File: config.mk
export PLATFORM = sky130hd
export DESIGN_NAME = uart_rcvr
export DESIGN_NICKNAME = d
export VERILOG_FILES = /design/src/rtl/uart_rcvr.sv
export SDC_FILE = /design/constraint.sdc
export NUM_CORES = 1
export LEC_CHECK = 0
export BUFFER_PORTS_ARGS = -buffer_cell sky130_fd_sc_hd__buf_2
export CORE_ASPECT_RATIO = 0.5
export CORE_MARGIN = 1.5
export CORE_UTILIZATION = 32
export CTS_CLUSTER_DIAMETER = 120
export DETAILED_ROUTE_END_ITERATION = 8
export SETUP_SLACK_MARGIN = 0.05
export SYNTH_ARGS = -nofsm -noshare
export SYNTH_HDL_FRONTEND = slang
export SYNTH_SLANG_ARGS = --single-unit
File: constraint.sdc
create_clock -name Clock -period 2.4 [get_ports Clock]
set_input_delay 0.72 -clock Clock [delete_from_list [all_inputs] [get_ports Clock]]
set_output_delay 0.72 -clock Clock [all_outputs]
set_load 0.05 [all_outputs]
File: src/rtl/uart_rcvr.sv
// uart_rcvr: oversampled UART receive path with 2-flop line synchronizer.
// Start bit is validated to its centre, then every bit is sampled mid-cell.
module uart_rcvr #(
  parameter int WORD_SIZE  = 8,
  parameter int OVERSAMPLE = 8
) (
  input  logic                 Clock,
  input  logic                 rst_b,
  input  logic                 Serial_in,
  input  logic                 read_not_ready_in,
  output logic [WORD_SIZE-1:0] RCV_datareg,
  output logic                 read_not_ready_out,
  output logic                 Error1,
  output logic                 Error2
);

  localparam int HALF = OVERSAMPLE / 2;
  localparam int SW   = $clog2(OVERSAMPLE);
  localparam int BW   = $clog2(WORD_SIZE + 1);

  localparam logic [SW-1:0] S_MID  = SW'(HALF - 1);
  localparam logic [SW-1:0] S_LAST = SW'(OVERSAMPLE - 1);
  localparam logic [BW-1:0] B_STOP = BW'(WORD_SIZE);

  typedef enum logic [1:0] {
    IDLE,
    STARTING,
    RECEIVING
  } state_t;

  state_t state, state_nx;

  logic                 s1;
  logic                 ser_s;
  logic [SW-1:0]        scnt, scnt_nx;
  logic [BW-1:0]        bcnt, bcnt_nx;
  logic [WORD_SIZE-1:0] shreg, shreg_nx;
  logic [WORD_SIZE-1:0] data_nx;
  logic                 rdy_nx;
  logic                 e1_nx;
  logic                 e2_nx;

  always_ff @(posedge Clock or negedge rst_b) begin
    if (!rst_b) begin
      s1    <= 1'b1;
      ser_s <= 1'b1;
    end else begin
      s1    <= Serial_in;
      ser_s <= s1;
    end
  end

  always_ff @(posedge Clock or negedge rst_b) begin
    if (!rst_b) begin
      state              <= IDLE;
      scnt               <= '0;
      bcnt               <= '0;
      shreg              <= '0;
      RCV_datareg        <= '0;
      read_not_ready_out <= 1'b0;
      Error1             <= 1'b0;
      Error2             <= 1'b0;
    end else begin
      state              <= state_nx;
      scnt               <= scnt_nx;
      bcnt               <= bcnt_nx;
      shreg              <= shreg_nx;
      RCV_datareg        <= data_nx;
      read_not_ready_out <= rdy_nx;
      Error1             <= e1_nx;
      Error2             <= e2_nx;
    end
  end

  always_comb begin
    state_nx = state;
    scnt_nx  = scnt;
    bcnt_nx  = bcnt;
    shreg_nx = shreg;
    data_nx  = RCV_datareg;
    rdy_nx   = 1'b0;
    e1_nx    = 1'b0;
    e2_nx    = 1'b0;
    unique case (state)
      IDLE: begin
        if (!ser_s) begin
          state_nx = STARTING;
          scnt_nx  = '0;
        end
      end
      STARTING: begin
        if (ser_s) begin
          state_nx = IDLE;
          scnt_nx  = '0;
        end else if (scnt == S_MID) begin
          state_nx = RECEIVING;
          scnt_nx  = '0;
        end else begin
          scnt_nx = scnt + SW'(1);
        end
      end
      RECEIVING: begin
        if (scnt != S_LAST) begin
          scnt_nx = scnt + SW'(1);
        end else begin
          scnt_nx = '0;
          if (bcnt != B_STOP) begin
            // first data bit shifts all the way down to bit 0
            shreg_nx = (shreg >> 1)
                     | (WORD_SIZE'(ser_s) << (WORD_SIZE - 1));
            bcnt_nx  = bcnt + BW'(1);
          end else begin
            state_nx = IDLE;
            bcnt_nx  = '0;
            if (read_not_ready_in) begin
              e1_nx = 1'b1;
            end else if (!ser_s) begin
              e2_nx = 1'b1;
            end else begin
              data_nx = shreg;
              rdy_nx  = 1'b1;
            end
          end
        end
      end
      default: begin
        state_nx = IDLE;
        scnt_nx  = '0;
        bcnt_nx  = '0;
      end
    endcase
  end

endmodule

; ---- Yosys cells after proc, flatten, opt, wreduce, memory -nomap -nowiden
; Cells that the tools add are included.
[totals]
out_inout_bits = 11
regBits = 30
wordCells = 60
[op_classes]
bitwise = 5
addsub = 2
mux = 28
eq_ne = 9
reduce_logical = 6
[op_table]
columns = cell, count
row1 = $mux W1, 14
row2 = $mux W3, 4
row3 = $mux W2, 5
row4 = $pmux W3 S3, 1
row5 = $mux W4, 2
row6 = $or A7 B8 Y8, 1
row7 = $pmux W4 S2, 1
row8 = $ne A2 B2 Y1 const B, 3
row9 = $ne A3 B3 Y1 const B, 2
row10 = $pmux W2 S3, 1
row11 = $reduce_and A5 Y1, 1
row12 = $add A4 B1 Y4 const B, 1
row13 = $ne A4 B4 Y1 const B, 1
row14 = $not A1 Y1, 4
row15 = $reduce_and A4 Y1, 1
row16 = $add A3 B1 Y3 const B, 1
row17 = $eq A3 B2 Y1 const B, 1
row18 = $reduce_and A3 Y1, 1
row19 = $eq A2 B1 Y1 const B, 1
row20 = $eq A2 B2 Y1 const B, 1
row21 = $logic_not A2 Y1, 1
row22 = $reduce_and A2 Y1, 1
row23 = $reduce_or A2 Y1, 1

; ---- Longest topological paths before layout
; Gate-level depths: netlist of run 1.
[logic_depth]
ltp_word = 5
mapped_depth = 6
ltp_nobuf = 6

; ---- Least setup slack after synthesis of run 1
; Ideal clock, no wire load.
[synth_path]
path_kind = register to register
startpoint = reg bcnt[0]
endpoint = reg RCV_datareg[0]
period_less_slack_ns = 1.789
n_path_buf = 0
slack_ns = 0.611
setup_ns = 0.125
path_stages_with_launch = 7
arrival_time_ns = 1.664
path_cell_list = dfrtp_1 > inv_1 > ha_1 > and3b_2 > nand4_4 > nor3b_4 > mux2_2
[synth_between]
elab_chain_cells = 3
[synth_lines]
columns = item, line_no
row1 = "start, declared", 36  ; logic [BW-1:0] bcnt, bcnt_nx;
row2 = "start signal, assigned", 66  ; bcnt <= bcnt_nx;
row3 = $ne A4 B4 Y1, 107  ; if (bcnt != B_STOP) begin
row4 = $not A1 Y1 (no line), -
row5 = $reduce_and A5 Y1 (no line), -
row6 = "end signal, assigned", 68  ; RCV_datareg <= data_nx;
row7 = "end, declared", 11  ; output logic [WORD_SIZE-1:0] RCV_datareg,
; No other way between the ends.
; A chain may end at the register's enable or synchronous reset.

; ---- Final worst setup path of run 1
[layout_path]
startpoint = reg state[0]
endpoint = reg RCV_datareg[6]
[layout_between]
elab_chain_cells = 2
[layout_lines]
columns = item, line_no
row1 = "start, declared", 31  ; state_t state, state_nx;
row2 = "start signal, assigned", 64  ; state <= state_nx;
row3 = $eq A2 B2 Y1, 84  ; unique case (state)
row4 = $reduce_and A5 Y1 (no line), -
; No other way between the ends.

==> reports/metrics.csv, run 1 <==
metric,value,unit
outcome,"complete, no violations",
whs_endpoint,ser_s$_DFF_PN1_,
finalPower,1126,µW
cp_data_arrival_time,2.16,ns
vias_per_cell,4.747,
clk_pin_slew,0.07,ns
setup_viol,0,
grt_pass1_wl,3988,µm
die_y,49.54,µm
ys_seq_area_share,54.33,%
drv_slew,0,
initialDrtViolationCount,47,
synth_xor_area_share,1.264,%
start_util,34.45,%
area_growth,15.88,%
ir_drop,0.3547,mV
cp-start-kind,register,
nNetsFinal,143,
htreeDepth,2,
postCtsHoldBufs,0,
yosys-mux-area-fraction,13.00,%
max_freq,0.5003,GHz
dp_hpwl,1595,µm
rsz0062_at_grt,false,
ys_seq_elements,30,
insertedDiodeCount,0,
cap_viol_max_count,0,
synth_area,1386,µm²
row_count,16,
core-area,4024,µm²
hold_depth,0,
r2r_end,RCV_datareg[6]$_DFFE_PN0P_,
cts_root_buffer,clkbuf_8,
first_pass_iters,4,
grt_pass1_vias,828,
p_per_area,701.0,nW/µm²
wire_per_inst,11.96,µm
ff2ff_setup_slack,0.40,ns
drive_above_1_share,33.33,%
pin_count,15,
period_share,83.28,%
drc,0,
yosys.area_share.adder,7.220,%
synthFlopType,dfrtp_1,
synth_edf_count,0,
skew,0.004726,ns
clock-sinks,30,
hp-class,reg2reg,
worst_slew_pin_slew,0.6395,ns
synth_top_family_by_area,simple AND/OR/NAND/NOR gates,
tns,0,ns
port-buffer-count,14,
synth_area_per_cell,12.27,µm²
grt_overflow,0,
maxSlewHeadroom,57.37,%
final.min_clock_period,1.999,ns
crit_fanout,9,
gp_congestion,0.7534,
synthesis.instances,113,
totalWireLength,2225,µm
hold_slack,0.3576,ns
cts_resized,0,
reg2reg_from,state[0]$_DFFE_PN0P_,
track_usage,11.45,%
synth-simple-area-share,14.53,%
rr_worst_depth,5,
syn-num-nets,125,
cts_inserted_buffers,5,
crit_path_end_kind,register,
cts_setup_buffers,0,
antenna_found_initial,0,
vias,883,
synth_compound_area_share,7.130,%
async_flop_share,100.0,%
critPathKind,reg2reg,
clk_latency,0.28,ns
fillers,374,
final_antenna_net_count,0,
final_hold_viol_count,0,
p_leak,0.0007947,µW
die-area,4760,µm²
yosysWarnings,0,
worstPathRequired,2.56,ns
clock_path_buffers,2,
grt_max_degree,31,
min-delay-start,s1$_DFF_PN1_,
die_x,96.09,µm
synthDistinctLibCells,28,
cts_tree,done,
## worst max-delay path: stages (launching register included)
cell	delay (ns)
dfrtp_1	0.41
inv_1	0.10
ha_1	0.37
nand4_4	0.17
nor3b_4	0.44
mux2_2	0.39
## worst max-delay path by stage
| stage | depth (start not counted) | endpoint | slack [ns] | startpoint |
|---|---|---|---|---|
| 3_3_place_gp | 5 | RCV_datareg[4]$_DFFE_PN0P_ | 0.46 | state[0]$_DFFE_PN0P_ |
| 6_report | 5 | RCV_datareg[6]$_DFFE_PN0P_ | 0.40 | state[0]$_DFFE_PN0P_ |
| 2_1_floorplan | 6 | RCV_datareg[0]$_DFFE_PN0P_ | 0.61 | bcnt[0]$_DFFE_PN0P_ |
| 5_1_grt | 5 | RCV_datareg[6]$_DFFE_PN0P_ | 0.24 | state[0]$_DFFE_PN0P_ |
| 3_5_place_dp | 5 | RCV_datareg[6]$_DFFE_PN0P_ | 0.39 | state[0]$_DFFE_PN0P_ |
| 4_1_cts | 5 | RCV_datareg[6]$_DFFE_PN0P_ | 0.37 | state[0]$_DFFE_PN0P_ |
## layout by cell type, fill, tap and decap left out, types with 2 or more instances in the layout
master	netlist	final
buf_2	1	14
dfstp_2	2	2
mux2_2	16	16
clkbuf_8	0	6
nand2_1	11	11
o21ai_0	7	7
nor2_1	5	5
dfrtp_1	28	28
nor3b_4	2	2
inv_1	6	6
nand2b_1	2	2
a21oi_1	3	3
ha_1	8	8
nand3_1	5	5
nor2b_1	2	2
## kinds of logic after synthesis
kind of cell,Yosys count
AO/OA/AOI/OAI,16
XOR/XNOR,2
adder cells (fa/ha/maj),8
buffers and inverters,9
flip-flops,30
multiplexers,16
AND/OR/NAND/NOR,32
## layout make-up
cell class	instances	area (µm²)	share of cell area [%]
Tap cell	54	67.56	4.206
Clock inverter	2	12.51	0.7788
Sequential cell	30	753.2	46.88
Timing Repair Buffer	14	70.07	4.361
Multi-Input combinational cell	74	598.1	37.23
Clock buffer	6	82.58	5.140
Inverter	6	22.52	1.402
## synth_stat cells (all sizes together), types with 2 or more instances
master	instances	area [µm²]
dfrtp	28	700.7
nand2b	2	12.51
o21ai	7	35.03
ha	8	100.1
mux2	16	180.2
inv	6	22.52
dfstp	2	52.55
nand3	5	25.02
clkbuf	2	7.510
nand2	11	41.29
nor2	5	18.77
nor3b	3	45.05
a21oi	3	15.01
nor2b	2	12.51
## flip-flops by register name (all words and copies together) (netlist names)
signal	flops
Error1	1
ser_s	1
state	2
scnt	3
s1	1
shreg	8
bcnt	4
RCV_datareg	8
Error2	1
read_not_ready_out	1
## layer usage
layer,wire length (µm),part of all wire (%),global-route usage [%],vias up
met2,1050,47,17.96,13
met1,1047,47,13.29,437
met4,37,1.7,6.618,0
met5,0,0,0,-
li1,-,-,-,429
met3,90,4.0,4.475,4
## stage by stage
step | std cells | util (%) | area [µm²] | setup slack, ns
6_report | 186 | 39.93 | 1607 | 0.4012
5_1_grt | 186 | 39.93 | 1607 | 0.2371
4_1_cts | 186 | 39.93 | 1607 | 0.3720
3_5_place_dp | 178 | 37.56 | 1511 | 0.3927
3_3_place_gp | 178 | 37.56 | 1511 | 0.4582
2_1_floorplan | 113 | - | 1386 | 0.6109
## power breakdown
group / leakage (µW) / switching, µW / internal, µW
logic: 0.000338 / 101 / 64.8
registers: 0.000410 / 19.6 / 524
clock network: 0.0000472 / 186 / 230
total: 0.000795 / 307 / 819
No activity file was read; power rests on OpenSTA's default activity.
==> run 2, diff against run 1 <==
- clock period: 2.4 -> 1.66 ns (I/O delays scaled with it)
==> run 2 against run 1 <==
The flow now finishes with violations (setup timing). First-iteration DRC count rose by 53%. Flip-flop and latch count did not move. Cell area rose by 21%. Sequential power rose by 42%. Clock-buffer cell count did not move. Routed wire length rose by 25%. Register-to-register slack got worse by 0.50 ns. Global-route usage rose by 1.8 points.
==> reports/metrics.csv, run 2 (synthesis results as in run 1) <==
metric,value,unit,change
outcome,"complete, but fails checks",,
violations,setup timing,,
ir_drop,0.3365,mV,-5.1%
grt_pass1_wl,4685,µm,+17%
largestRegisters,"RCV_datareg: 8 flops, shreg: 8 flops, bcnt: 4 flops",,
period_share,105.9,%,+23 points
nNetsFinal,164,,+15%
finalNonFillerCells,207,,+11%
die_y,49.54,µm,unchanged
p_leak,0.0009651,µW,+21%
drc,0,,unchanged
final_area,1937,µm²,+21%
final_antenna_net_count,0,,unchanged
clock-sinks,30,,unchanged
die_x,96.09,µm,unchanged
critPathKind,reg2reg,,
grt_pass1_vias,1003,,+21%
wire_per_inst,13.45,µm,+12%
final_core_util,48.13,%,+8.2 points
cp_data_arrival_time,1.92,ns,-0.24 ns
power.share.switching,23.56,%,-3.7 points
final_common_cell,dfrtp_1,,
slowest_stage,dfrtp_1,,
vias_per_cell,4.671,,-1.6%
max_freq,0.5687,GHz,+14%
dp_hpwl,1919,µm,+20%
rr_worst_depth,7,,+2
clock_path_buffers,2,,unchanged
met3_usage,4.167,%,-0.31 points
htreeDepth,2,,unchanged
met2_usage,22.42,%,+4.5 points
drv_slew,0,,unchanged
port-buffer-count,14,,unchanged
grt_overflow,0,,unchanged
final.min_clock_period,1.758,ns,-0.2404 ns
cts_root_buffer,clkbuf_8,,
track_usage,13.28,%,+1.8 points
totalWireLength,2785,µm,+25%
dp.cells,196,,+10%
cts_inserted_buffers,5,,unchanged
pin_count,15,,unchanged
intPower,1561,µW,+91%
p_per_area,1055,nW/µm²,+50%
clkPwrFrac,44.9,%,+7.9 points
row_count,16,,unchanged
antenna_found_initial,0,,unchanged
use_met1,16.02,%,+2.7 points
die-area,4760,µm²,unchanged
final_cell_mix,"28 x dfrtp_1, 19 x buf_4, 16 x mux2_4, 14 x buf_2, 10 x nand2_1",,
core-area,4024,µm²,unchanged
gp_congestion,0.8024,,+6.5%
worst_slew_pin_slew,0.3886,ns,-0.2509 ns
top_usage_layer,met2,,
cts_tree,done,,
cp_top_family,simple AND/OR/NAND/NOR gates,,
final_hold_viol_count,0,,unchanged
crit_fanout,8,,-1
grt_max_degree,31,,unchanged
area_growth,39.71,%,
drive_above_1_share,48.37,%,+15 points
cp.depth,7,,+2
seqPwrFrac,37.8,%,-11 points
pre_cts_slack,-0.1226,ns,-0.5154 ns
insertedDiodeCount,0,,unchanged
initialDrtViolationCount,72,,+53%
rsz0062_at_grt,true,,
max_stage_delay,0.37,ns,-0.07 ns
skew,0.01000,ns,+0.005275 ns
first_pass_iters,4,,unchanged
maxSlewHeadroom,74.09,%,+17 points
clk_pin_slew,0.07,ns,about the same
worstPathRequired,1.83,ns,-0.73 ns
crit_path_end_kind,register,,
vias,967,,+9.5%
path_buf_inv,2,,+1
power_frac_comb,17.3,%,+2.6 points
p_sw,481.3,µW,+57%
placed_area,1694,µm²,+12%
final.setup.worst_slack,-0.09843,ns,-0.4996 ns
hold_slack,0.2173,ns,-0.1403 ns
setup_viol,16,,+16
clk_latency,0.28,ns,about the same
cp-start-kind,register,,
crit_chain,inv_1 > ha_2 > and3b_2 > nand4_4 > nor3b_4 > buf_12 > mux2_4,,
start_util,34.45,%,unchanged
postCtsHoldBufs,0,,unchanged
cap_viol_max_count,0,,unchanged
hp-class,in2async,,
[run 2: cell types whose count changed in the layout (fill, tap and decap cells not counted), moves of 2 or more]
cell,delta
mux2_4,+16
buf_4,+19
mux2_2,-16
ha_1,-3
o21ai_2,+3
buf_12,+2
bufinv_16,+2
o21ai_0,-4
ha_2,+3
[run 2: layout make-up]
type / instances / area, µm²
fillers: 352 / 2087
well taps: 54 / 67.56
clock buffers: 6 / 82.58
multi-input cells: 74 / 698.2
repair buffers: 35 / 252.7
clock inverters: 2 / 60.06
flip-flops and latches: 30 / 753.2
inverters: 6 / 22.52
[run 2: worst reg2reg max path, delay by kind of cell, from the launching register on]
kind          cells  cell delay [ns]
mux               1             0.30
simple gates      3             0.60
buf+inv           2             0.23
flops             1             0.37
fa+ha+maj         1             0.15
[run 2: routing by layer]
layer / vias to the layer above / routed length (µm)
met1: 474 / 1280
met2: 17 / 1381
met4: 0 / 31
li1: 471 / -
met5: - / 0
met3: 5 / 92
[run 2: per-stage QoR]
stage,setup TNS [ns],power (µW)
CTS,-0.9594,2031
detailed placement,-0.9552,1103
floorplan,-1.692,972.7
global route,-2.522,2140
finish,-1.430,2043
global placement,-0.5290,1100
[run 2: worst paths after layout]
path / slack [ns] / from / to
setup / recovery: -0.1 / bcnt[0]$_DFFE_PN0P_ / RCV_datareg[7]$_DFFE_PN0P_
hold / removal: 0.22 / rst_b / RCV_datareg[5]$_DFFE_PN0P_
setup reg to reg: -0.1 / bcnt[0]$_DFFE_PN0P_ / RCV_datareg[7]$_DFFE_PN0P_
hold reg to reg: 0.36 / s1$_DFF_PN1_ / ser_s$_DFF_PN1_
max in group asynchronous: 1.12 / rst_b / s1$_DFF_PN1_
min in group Clock: 0.32 / Serial_in / s1$_DFF_PN1_
[run 2: what timing repair did]
item	CTS	global route
pin swaps	1	7
setup endpoints to repair	19	25
gates resized for setup	12	13
buffers inserted	1	2
[run 2: power by group through the flow]
stage          sequential, µW  combinational [µW]  clock (µW)
5_1_grt                   775                 394         971
2_1_floorplan             790                 183           0
6_report                  773                 352         918
3_5_place_dp              784                 320           0
3_3_place_gp              783                 317           0
4_1_cts                   772                 324         935
